## config.mk

```make
export PLATFORM = sky130hd
export DESIGN_NAME = mem_bus_arbiter
export DESIGN_NICKNAME = d
export VERILOG_FILES = /design/src/rtl/mem_bus_arbiter_pkg.sv /design/src/rtl/mem_arb_id_fifo.sv /design/src/rtl/mem_bus_arbiter.sv
export SDC_FILE = /design/constraint.sdc
export NUM_CORES = 1
export LEC_CHECK = 0
export BUFFER_PORTS_ARGS = -buffer_cell sky130_fd_sc_hd__buf_4
export CAP_MARGIN = 20
export CELL_PAD_IN_SITES_DETAIL_PLACEMENT = 1
export CELL_PAD_IN_SITES_GLOBAL_PLACEMENT = 2
export CORE_UTILIZATION = 12
export DETAILED_ROUTE_END_ITERATION = 8
export GPL_ROUTABILITY_DRIVEN = 0
export PLACE_DENSITY_LB_ADDON = 0.15
export SYNTH_ARGS = -nofsm -noshare
export SYNTH_HDL_FRONTEND = slang
export SYNTH_HIERARCHICAL = 1
export SYNTH_SLANG_ARGS = --single-unit
```

## constraint.sdc

```tcl
create_clock -name clk -period 2.4 [get_ports clk]
set_input_delay 0.48 -clock clk [delete_from_list [all_inputs] [get_ports clk]]
set_output_delay 0.48 -clock clk [all_outputs]
set_load 0.02 [all_outputs]
```

## src/rtl/mem_bus_arbiter_pkg.sv

```systemverilog
// rtl/mem_bus_arbiter_pkg.sv - shared types for the memory port arbiter
package mem_bus_arbiter_pkg;

    typedef enum logic {
        SRC_INSTR = 1'b0,
        SRC_DATA  = 1'b1
    } mem_src_e;

    typedef enum logic {
        ARB_IDLE   = 1'b0,
        ARB_LOCKED = 1'b1
    } arb_state_e;

endpackage

```

## src/rtl/mem_arb_id_fifo.sv

```systemverilog
// rtl/mem_arb_id_fifo.sv - 1-bit ID FIFO tracking the issuer of each outstanding transaction
module mem_arb_id_fifo #(
    parameter int DEPTH = 2
) (
    input  logic                   clk,
    input  logic                   reset,
    input  logic                   push,
    input  logic                   push_id,
    input  logic                   pop,
    output logic                   head_id,
    output logic                   full,
    output logic                   empty,
    output logic [$clog2(DEPTH):0] count
);

    localparam int PW = (DEPTH > 1) ? $clog2(DEPTH) : 1;
    localparam int CW = $clog2(DEPTH) + 1;

    logic [DEPTH-1:0] mem;
    logic [PW-1:0]    wr_ptr;
    logic [PW-1:0]    rd_ptr;
    logic             do_push;
    logic             do_pop;

    function automatic logic [PW-1:0] next_ptr(input logic [PW-1:0] p);
        return (p == PW'(DEPTH - 1)) ? '0 : p + 1'b1;
    endfunction

    assign full    = (count == CW'(DEPTH));
    assign empty   = (count == '0);
    assign do_pop  = pop & ~empty;
    // A simultaneous pop frees the slot a push needs, so push is accepted when full only with a pop.
    assign do_push = push & (~full | do_pop);
    assign head_id = mem[rd_ptr];

    always_ff @(posedge clk) begin
        if (reset) begin
            mem    <= '0;
            wr_ptr <= '0;
            rd_ptr <= '0;
            count  <= '0;
        end else begin
            if (do_push) begin
                mem[wr_ptr] <= push_id;
                wr_ptr      <= next_ptr(wr_ptr);
            end
            if (do_pop) begin
                rd_ptr <= next_ptr(rd_ptr);
            end
            if (do_push && !do_pop) begin
                count <= count + 1'b1;
            end else if (!do_push && do_pop) begin
                count <= count - 1'b1;
            end
        end
    end

endmodule

```

## src/rtl/mem_bus_arbiter.sv

```systemverilog
// rtl/mem_bus_arbiter.sv - fetch/LSU arbiter for the shared core memory port
module mem_bus_arbiter
    import mem_bus_arbiter_pkg::*;
#(
    parameter int MAX_OUTST    = 2,
    parameter int STARVE_LIMIT = 4
) (
    input  logic                       clk,
    input  logic                       reset,
    input  logic                       instr_req,
    input  logic [31:0]                instr_addr,
    output logic                       instr_gnt,
    output logic [31:0]                instr_rdata,
    output logic                       instr_valid,
    output logic                       instr_error,
    input  logic                       data_req,
    input  logic                       data_wr,
    input  logic [31:0]                data_addr,
    input  logic [31:0]                data_wdata,
    input  logic [3:0]                 data_be,
    output logic                       data_gnt,
    output logic [31:0]                data_rdata,
    output logic                       data_valid,
    output logic                       data_error,
    output logic                       bus_req,
    output logic                       bus_wr,
    output logic [31:0]                bus_addr,
    output logic [31:0]                bus_wdata,
    output logic [3:0]                 bus_be,
    input  logic                       bus_gnt,
    input  logic [31:0]                bus_rdata,
    input  logic                       bus_rvalid,
    input  logic                       bus_err,
    output logic [$clog2(MAX_OUTST):0] outst_cnt,
    output logic                       proto_err
);

    localparam int SW = $clog2(STARVE_LIMIT + 1);

    arb_state_e      state_q, state_d;
    mem_src_e        lock_src_q, lock_src_d;
    mem_src_e        winner;
    logic            winner_req;
    logic            bus_fire;
    logic [SW-1:0]   starve_q;
    logic            fifo_full;
    logic            fifo_empty;
    logic            head_id;
    logic            rsp_hit;

    always_comb begin
        winner = SRC_INSTR;
        if (state_q == ARB_LOCKED) begin
            winner = lock_src_q;
        end else if (data_req && (starve_q < SW'(STARVE_LIMIT))) begin
            winner = SRC_DATA;
        end else if (instr_req) begin
            winner = SRC_INSTR;
        end else if (data_req) begin
            winner = SRC_DATA;
        end
    end

    assign winner_req = (winner == SRC_DATA) ? data_req : instr_req;
    assign bus_req    = winner_req & ~fifo_full;
    assign bus_fire   = bus_req & bus_gnt;
    assign instr_gnt  = bus_fire & (winner == SRC_INSTR);
    assign data_gnt   = bus_fire & (winner == SRC_DATA);

    assign bus_wr    = (winner == SRC_DATA) ? data_wr    : 1'b0;
    assign bus_addr  = (winner == SRC_DATA) ? data_addr  : instr_addr;
    assign bus_wdata = (winner == SRC_DATA) ? data_wdata : 32'h0;
    assign bus_be    = (winner == SRC_DATA) ? data_be    : 4'hF;

    // Once presented, the request is held on the bus until granted so the address stays stable.
    always_comb begin
        state_d    = state_q;
        lock_src_d = lock_src_q;
        case (state_q)
            ARB_IDLE: begin
                if (bus_req && !bus_gnt) begin
                    state_d    = ARB_LOCKED;
                    lock_src_d = winner;
                end
            end
            ARB_LOCKED: begin
                if (bus_fire || !winner_req) begin
                    state_d = ARB_IDLE;
                end
            end
            default: state_d = ARB_IDLE;
        endcase
    end

    always_ff @(posedge clk) begin
        if (reset) begin
            state_q    <= ARB_IDLE;
            lock_src_q <= SRC_INSTR;
        end else begin
            state_q    <= state_d;
            lock_src_q <= lock_src_d;
        end
    end

    always_ff @(posedge clk) begin
        if (reset) begin
            starve_q <= '0;
        end else if (instr_req && !instr_gnt) begin
            if (starve_q != SW'(STARVE_LIMIT)) begin
                starve_q <= starve_q + 1'b1;
            end
        end else begin
            starve_q <= '0;
        end
    end

    mem_arb_id_fifo #(
        .DEPTH (MAX_OUTST)
    ) u_id_fifo (
        .clk     (clk),
        .reset   (reset),
        .push    (bus_fire),
        .push_id (winner == SRC_DATA),
        .pop     (bus_rvalid),
        .head_id (head_id),
        .full    (fifo_full),
        .empty   (fifo_empty),
        .count   (outst_cnt)
    );

    assign rsp_hit     = bus_rvalid & ~fifo_empty;
    assign instr_valid = rsp_hit & ~head_id;
    assign data_valid  = rsp_hit & head_id;
    assign instr_rdata = bus_rdata;
    assign data_rdata  = bus_rdata;
    assign instr_error = bus_err & instr_valid;
    assign data_error  = bus_err & data_valid;

    always_ff @(posedge clk) begin
        if (reset) begin
            proto_err <= 1'b0;
        end else if (bus_rvalid && fifo_empty) begin
            proto_err <= 1'b1;
        end
    end

endmodule
```

==> results of run 1 <==
power groups by stage:
stage / Sequential, uW / Clock (uW) / Combinational, uW
final: 273 / 351 / 1080
after CTS: 274 / 361 / 1100
after floorplan: 296 / 0 / 735
after global routing: 280 / 367 / 1160
after global placement: 276 / 0 / 1090
after detailed placement: 276 / 0 / 1090
tightest hold or removal path, cell delays in order (launching register included):
cell and delay, ns:
dfxtp_1 0.33, a21oi_1 0.05, nor2_1 0.07
through the flow:
stage / hold WS [ns] / setup slack [ns]
after floorplan: 0.444 / 0.380
after global placement: 0.458 / 0.187
after detailed placement: 0.472 / 0.175
after CTS: 0.486 / 0.108
after global routing: 0.500 / 0.0450
final: 0.479 / 0.140
worst min-delay path by stage:
stage | cells after the start | endpoint | slack, ns
3_3_place_gp | 2 | proto_err | 0.46
3_5_place_dp | 2 | proto_err | 0.47
5_1_grt | 2 | u_id_fifo/mem[0] | 0.50
6_report | 2 | proto_err | 0.48
2_1_floorplan | 2 | u_id_fifo/mem[1] | 0.44
4_1_cts | 2 | proto_err | 0.49
registers in the layout, summed over array words and instances, names as in the netlist:
register	cells
starve_q	3
u_id_fifo/rd_ptr	1
u_id_fifo/count	2
lock_src_q	1
u_id_fifo/mem	2
state_q	1
proto_err	1
u_id_fifo/wr_ptr	1
cell usage in the layout (no fill, tap or decap), types with 2 or more instances in the layout:
| master | instances |
|---|---|
| xor2_1 | 3 |
| mux2_2 | 33 |
| clkbuf_16 | 3 |
| inv_1 | 5 |
| nor2_1 | 9 |
| nand3b_1 | 2 |
| o21ai_0 | 7 |
| dfxtp_1 | 12 |
| nor3_1 | 4 |
| buf_12 | 2 |
| a21oi_1 | 6 |
| ha_1 | 3 |
| or2_2 | 4 |
| buf_4 | 188 |
| and2_1 | 2 |
| nor2b_1 | 36 |
| nand2b_1 | 6 |
| mux2i_1 | 2 |
| nand2_1 | 4 |
per-layer routing:
metal / wire length (um) / track usage, %
met5: 0 / 0
met4: 92 / 2.51
met3: 996 / 3.69
met2: 3630 / 15.6
met1: 2600 / 9.90
logic make-up (layout without fill, tap and decap cells):
family | Yosys count | after routing | synth area share, %
AO/OA/AOI/OAI | 15 | 15 | 5.24
XOR/XNOR | 4 | 4 | 1.93
adder cells (fa/ha/maj) | 3 | 3 | 2.07
buffers and inverters | 76 | 199 | 30.8
flip-flops | 12 | 12 | 13.3
multiplexers | 35 | 35 | 21.6
AND/OR/NAND/NOR | 75 | 75 | 25.1
final cells by class:
type                            count  area [um2]
Fill cell                        1745       11600
Timing Repair Buffer              190        1450
Multi-Input combinational cell    132        1010
Sequential cell                    12         240
Tap cell                          184         230
Clock buffer                        4        88.8
Inverter                            5        18.8
==> reports/results.tsv, run 1 <==
metric	value	unit
tightestPinTransition	0.318	ns
yosysSeqAreaShare	13.3	%
yosys.area.top_type_share	26.5	%
swShare	39.4	%
regToRegEndpoint	u_id_fifo/count[1]	
synth_nets	363	
chipHeight	125	um
drcViolationCount	46	
r2r_slack	0.44	ns
cp_cell_sequence	inv_1, a31oi_4, buf_12, mux2_2, buf_4	
rows	44	
status	finished with violations	
power.switching	669	uW
track_usage	8.93	%
yosysUniqueCellTypes	30	
clk_pin_slew_worst_paths	0.05	ns
core-area	14600	um2
synthArstFlopShare	0	%
setup-tns-final	0	ns
rsz0062_at_grt	no	
ios	283	
cap_violations	0	
period_needed	2.26	ns
critPathKind	register to output port	
final_area	3040	um2
antenna_cells	0	
ys_ff_latch	12	
die_w	125	um
stdcell_count	527	
cts.path.max_buffers	2	
vias_per_cell	3.55	
ir_drop	0.318	mV
netlist_area	1810	um2
via_count	1871	
drt_first_pass_iters	6	
r2r_start	u_id_fifo/count[1]	
synth_top_cell_by_area	buf_4	
place_area	2950	um2
hpwl	6.28	mm
portBuffers	186	
final_nets	487	
post_cts_resize_count	0	
critPathMaxStageDelay	0.39	ns
cp.depth	5	
cts_setup_buffers	0	
ys_top_cells_by_area	buf_4 (27%), mux2_2 (20%), dfxtp_1 (13%)	
drive_above_1_share	68.5	%
clkSinkCount	12	
synth_most_common_cell	buf_4	
first_iter_violations	71	
synth-edff-count	0	
final_max_slew_viol_count	0	
intPower	1030	uW
grt_pass1_wl	10.9	mm
pwr-share-seq	16.1	%
p_total	1700	uW
startpoint_type	register	
initial_core_util	12.4	%
grt_pass1_vias	1903	
synthCells	220	
p_leak	0.00147	uW
cts-root-buf	clkbuf_16	
crit_end	bus_addr[9]	
cts_tree	yes	
ant_nets	0	
cts_inserted_buffers	3	
critPathLaunch	state_q	
avgSynthCellArea	8.24	um2
cp.required	1.92	ns
grt_max_degree	38	
ys.flop_type	dfxtp_1	
wl_per_cell	13.9	um
holdCritPathClass	register to register	
crit_arrival	1.78	ns
synthTopCellsByCount	buf_4 (64), nor2b_1 (36), mux2_2 (33), dfxtp_1 (12), nor2_1 (9)	
combinationalPowerShare	63.3	%
p_per_area	559	nW/um2
period_share	94.1	%
yosysWarnings	6	
postCtsHoldBufs	0	
antenna_found_initial	0	
fin_util	20.8	%
slowest_stage	dfxtp_1	
violations	DRC	
clock_latency	0.25	ns
wl	7.32	mm
placed_cells	523	
worstPathBufferInverterCount	3	
syn_to_final_growth	67.8	%
fmax	443	MHz
worstRegToRegCells	8	
crit_fanout	37	
dieArea	15600	um2
crit_path_end_kind	output port	
clock_power_share	20.7	%
htree_levels	1	
relSlewSlack	78.6	%
hp-start	proto_err	
finClkSkew	0.00370	ns
setup_viol	0	
overflow	0	
finalHoldViolCount	0	
cp_top_family	buffers and inverters	
Power figures use the tool's default switching activity.
==> run 2: changes to the inputs <==
==> constraint.sdc (replaced) <==
create_clock -name clk -period 2.4 [get_ports clk]
set_input_delay 0.48 -clock clk [delete_from_list [all_inputs] [get_ports clk]]
set_output_delay 0.48 -clock clk [all_outputs]
set_load 0.05 [all_outputs]
==> run 2 against run 1 <==
  * The flow still finishes with violations (DRC)
  * Utilization about the same
  * Final area about the same
  * Die area unchanged
  * Fmax up 0.29%
  * Total power up 21%
  * Hold slack worse by 0.0036 ns
  * Critical path depth unchanged
  * Critical endpoint is now bus_addr[10]
  * Largest cell class unchanged
  * Largest power group unchanged
==> reports/results.tsv, run 2 (synthesized netlist as in run 1, its figures left out) <==
metric	value	unit	change
rows	44		unchanged
grt_pass1_vias	1910		was 1903
drt_first_pass_iters	6		unchanged
period_share	93.9	%	was 94.1%
first_iter_violations	69		was 71
tightestPinTransition	0.309	ns	was 0.318 ns
largest_reg_flops	3		unchanged
status	finished with violations		unchanged
clk_pin_slew_worst_paths	0.04	ns	was 0.05 ns
cts-root-buf	clkbuf_16		unchanged
wl	7.58	mm	was 7.32 mm
cts_tree	yes		unchanged
cap_violations	0		unchanged
crit_path_end_kind	output port		unchanged
vias_per_cell	3.54		was 3.55
portBuffers	186		unchanged
wl_per_cell	14.4	um	was 13.9 um
die_w	125	um	unchanged
startpoint_type	register		unchanged
track_usage	9.20	%	was 8.93%
clkSinkCount	12		unchanged
syn_to_final_growth	67.8	%	about the same
overflow	0		unchanged
antenna_cells	0		unchanged
rsz0062_at_grt	no		unchanged
finClkSkew	0.00308	ns	was 0.00370 ns
initial_core_util	12.4	%	unchanged
violations	DRC		unchanged
stdcell_count	527		unchanged
dieArea	15600	um2	unchanged
cts_inserted_buffers	3		unchanged
hpwl	6.48	mm	was 6.28 mm
fmax	444	MHz	was 443 MHz
drive_above_1_share	68.8	%	was 68.5%
p_per_area	679	nW/um2	was 559 nW/um2
cts_setup_buffers	0		unchanged
clock_latency	0.24	ns	was 0.25 ns
num-fill-cells	1750		was 1745
final_common_cell	buf_4		unchanged
post_cts_resize_count	0		unchanged
postCtsHoldBufs	0		unchanged
critPathKind	register to output port		unchanged
antenna_found_initial	0		unchanged
crit_arrival	1.77	ns	was 1.78 ns
htree_levels	1		unchanged
core-area	14600	um2	unchanged
setup_viol	0		unchanged
ir_drop	0.313	mV	was 0.318 mV
cts.path.max_buffers	2		unchanged
power.switching	1060	uW	was 669 uW
finalHoldViolCount	0		unchanged
clock_power_share	14.7	%	was 20.7%
final_max_slew_viol_count	0		unchanged
chipHeight	125	um	unchanged
layout_common_cells	buf_4 (189), nor2b_1 (36), mux2_2 (33)		was buf_4 (188), nor2b_1 (36), mux2_2 (33)
ant_nets	0		unchanged
drcViolationCount	46		unchanged
final_nets	488		was 487
holdCritPathClass	register to register		unchanged
intPower	1010	uW	was 1030 uW
regArea	240	um2	unchanged
top_regs	starve_q: 3 flops, u_id_fifo/count: 2 flops, u_id_fifo/mem: 2 flops		unchanged
combinationalPowerShare	72.2	%	was 63.3%
p_leak	0.00147	uW	about the same
place_area	2970	um2	was 2950 um2
final_area	3040	um2	about the same
ios	283		unchanged
grt_max_degree	32		was 38
period_needed	2.25	ns	was 2.26 ns
cp.required	1.92	ns	about the same
pwr-share-seq	13.2	%	was 16.1%
relSlewSlack	78.9	%	was 78.6%
top_register	starve_q		unchanged
grt_pass1_wl	11.2	mm	was 10.9 mm
via_count	1864		was 1871
setup-tns-final	0	ns	unchanged
swShare	51.3	%	was 39.4%
multiInputGateArea	1020	um2	was 1010 um2
crit_fanout	28		was 37
placed_cells	524		was 523
holdWs	0.475	ns	was 0.479 ns
[run 2: cell types whose count changed in the layout (fill, tap and decap cells not counted), sizes merged]
cell / before / now
buf: 190 / 191
clkbuf: 4 / 3
[run 2: path summary, 6_finish.rpt]
path                                         start                  to  slack, ns  depth (start not counted)
worst max register to register  u_id_fifo/count[1]  u_id_fifo/count[1]       0.42                          8
worst max-delay path                   starve_q[2]        bus_addr[10]       0.15                          5
worst min register to register           proto_err           proto_err       0.48                          2
worst min-delay path                     proto_err           proto_err       0.48                          2
[run 2: layer usage]
layer | track usage, % | part of all wire [%] | vias up
met1 | 9.59 | 34 | 832
met3 | 3.26 | 11 | 4
li1 | - | - | 905
met4 | 1.22 | 0.36 | 0
met2 | 17.9 | 54 | 123
met5 | 0 | 0 | -
[run 2: cell type report]
class | count | area share (%)
Clock buffer | 3 | 2.47
Inverter | 5 | 0.617
Multi-Input combinational cell | 132 | 33.5
Sequential cell | 12 | 7.90
Tap cell | 184 | 7.57
Timing Repair Buffer | 191 | 48.0
[run 2: power groups by stage]
stage	sequential [uW]	combinational, uW	clock, uW
after floorplan	336	1220	0
after global placement	276	1510	0
after detailed placement	277	1510	0
after CTS	273	1510	318
after global routing	280	1570	325
final	272	1490	303
[run 2: worst max-delay path: stages (launching register included)]
cell,delay [ns]
dfxtp_1,0.36
nand2_1,0.12
a31oi_4,0.26
buf_12,0.22
mux2_2,0.36
buf_4,0.19
[run 2: stage by stage]
stage | power [uW] | setup slack (ns) | utilization [%]
final | 2060 | 0.147 | 20.8
after global routing | 2180 | 0.0258 | 20.8
after CTS | 2100 | 0.111 | 20.8
after detailed placement | 1790 | 0.167 | 20.3
after global placement | 1780 | 0.179 | 20.3
after floorplan | 1560 | 0.106 | -
==> run 3: changes to the inputs <==
--- a/config.mk
+++ b/config.mk
@@ -9,6 +9,7 @@
 export CAP_MARGIN = 20
 export CELL_PAD_IN_SITES_DETAIL_PLACEMENT = 1
 export CELL_PAD_IN_SITES_GLOBAL_PLACEMENT = 2
+export CORE_MARGIN = 3
 export CORE_UTILIZATION = 12
 export DETAILED_ROUTE_END_ITERATION = 8
 export GPL_ROUTABILITY_DRIVEN = 0
==> run 3 against run 2 <==
  * The run now ends clean
  * Sequential cell count is the same
  * Total power grew 1.2%
  * Clock power grew 1%
  * First-iteration DRC count shrank 55%
  * Combinational power is essentially flat
  * Clock-buffer cell count is the same
  * Wire length grew 4.9%
  * Non-clock buffer count grew 2
  * Sequential share of layout area shrank 0.12 points
  * Setup slack lost 0.061 ns
==> reports/results.tsv, run 3 (synthesized netlist as in run 1, its figures left out) <==
metric	value	unit	change
cp.required	1.92	ns	about the same
holdPathEnd	proto_err		unchanged
postCtsHoldBufs	0		unchanged
num-fill-cells	1771		was 1750
holdCritPathClass	register to register		unchanged
fmax	432	MHz	was 444 MHz
crit_arrival	1.83	ns	was 1.77 ns
grt_use_met3	2.91	%	was 3.26%
p_per_area	677	nW/um2	was 679 nW/um2
rows	44		unchanged
cap_violations	0		unchanged
ir_drop	0.486	mV	was 0.313 mV
top_register	starve_q		unchanged
crit_path_end_kind	output port		unchanged
critPathKind	register to output port		unchanged
final_max_slew_viol_count	0		unchanged
cts_tree	yes		unchanged
track_usage	8.01	%	was 9.20%
crit_fanout	30		was 28
relSlewSlack	79.1	%	was 78.9%
overflow	0		unchanged
regToRegEndpoint	u_id_fifo/count[1]		unchanged
cts-root-buf	clkbuf_16		unchanged
cts_setup_buffers	0		unchanged
drcViolationCount	0		was 46
p_total	2090	uW	was 2060 uW
critPathLaunch	state_q		was starve_q[2]
place_area	2970	um2	unchanged
finClkSkew	0.00109	ns	was 0.00308 ns
clk_pin_slew_worst_paths	0.04	ns	about the same
ant_nets	0		unchanged
grt_pass1_vias	1864		was 1910
intPower	1030	uW	was 1010 uW
antenna_found_initial	0		unchanged
p_leak	0.00149	uW	was 0.00147 uW
drive_above_1_share	69.0	%	was 68.8%
r2r_start	u_id_fifo/count[1]		unchanged
use_met1	8.64	%	was 9.59%
cts_inserted_buffers	3		unchanged
cts.path.max_buffers	2		unchanged
worstHoldPathCells	2		unchanged
portBuffers	186		unchanged
layout_common_cells	buf_4 (189), nor2b_1 (36), mux2_2 (33)		unchanged
final_common_cell	buf_4		unchanged
grt_pass1_wl	10.4	mm	was 11.2 mm
chipHeight	129	um	was 125 um
largest_reg_flops	3		unchanged
post_cts_resize_count	0		unchanged
htree_levels	1		unchanged
startpoint_type	register		unchanged
multiInputGateArea	1020	um2	unchanged
wl	7.96	mm	was 7.58 mm
period_share	96.4	%	was 93.9%
drt_first_pass_iters	3		was 6
pwr-share-seq	13.0	%	was 13.2%
gr-usage-met2	14.8	%	was 17.9%
setup_viol	0		unchanged
antenna_cells	0		unchanged
clkSinkCount	12		unchanged
first_iter_violations	31		was 69
initial_core_util	12.4	%	unchanged
hpwl	6.69	mm	was 6.48 mm
via_count	1880		was 1864
swShare	50.8	%	was 51.3%
combinationalPowerShare	72.3	%	was 72.2%
r2r_slack	0.48	ns	was 0.42 ns
ios	283		unchanged
die_w	129	um	was 125 um
fin_util	21.1	%	was 20.8%
grt_max_degree	43		was 32
dieArea	16600	um2	was 15600 um2
regArea	240	um2	unchanged
final_area	3090	um2	was 3040 um2
status	complete, no violations		was finished with violations
clock_latency	0.24	ns	about the same
top_usage_layer	met2		unchanged
final_nets	490		was 488
vias_per_cell	3.55		was 3.54
worstRegToRegCells	8		unchanged
finalHoldViolCount	0		unchanged
hp-start	proto_err		unchanged
clock_power_share	14.7	%	about the same
wl_per_cell	15.0	um	was 14.4 um
period_needed	2.31	ns	was 2.25 ns
syn_to_final_growth	70.3	%	was 67.8%
power.switching	1060	uW	about the same
tightestPinTransition	0.306	ns	was 0.309 ns
top_regs	starve_q: 3 flops, u_id_fifo/count: 2 flops, u_id_fifo/mem: 2 flops		unchanged
core-area	14600	um2	unchanged
-- run 3: stage by stage --
stage               cells  hold WS, ns  TNS (ns)  setup slack [ns]
floorplan             220        0.444         0             0.106
global placement      524        0.458         0             0.130
detailed placement    524        0.468         0             0.106
CTS                   527        0.485         0            0.0449
global route          529        0.522  -0.00895          -0.00895
finish                529        0.481         0            0.0862
-- run 3: worst max path at each step --
stage	cells after the start	endpoint	slack, ns
5_1_grt	6	bus_addr[19]	-0.009
4_1_cts	5	bus_addr[3]	0.04
3_3_place_gp	6	bus_addr[30]	0.13
6_report	6	bus_addr[19]	0.09
3_5_place_dp	6	bus_addr[3]	0.11
2_1_floorplan	3	data_gnt	0.11
-- run 3: metal layers --
layer / vias up / routed length, um
met5: - / 0
met4: 0 / 73
met3: 6 / 904
met2: 144 / 4050
met1: 824 / 2930
li1: 906 / -
-- run 3: layout make-up --
| type | count | area share (%) |
|---|---|---|
| Inverter | 5 | 0.608 |
| Multi-Input combinational cell | 132 | 33.0 |
| Tap cell | 184 | 7.46 |
| Sequential cell | 12 | 7.78 |
| Timing Repair Buffer | 193 | 48.7 |
| Clock buffer | 3 | 2.43 |
-- run 3: power groups by stage --
| stage | Clock, uW | Combinational, uW | Sequential (uW) |
|---|---|---|---|
| after CTS | 318 | 1500 | 272 |
| after global routing | 326 | 1600 | 277 |
| after global placement | 0 | 1510 | 275 |
| after floorplan | 0 | 1220 | 336 |
| after detailed placement | 0 | 1500 | 275 |
| final | 307 | 1510 | 272 |
-- run 3: worst max-delay path, cell delays in order (launching register included) --
cell     delay (ns)
dfxtp_1        0.34
and2_1         0.19
a31oi_4        0.17
buf_12         0.14
buf_12         0.17
mux2_2         0.36
buf_4          0.19
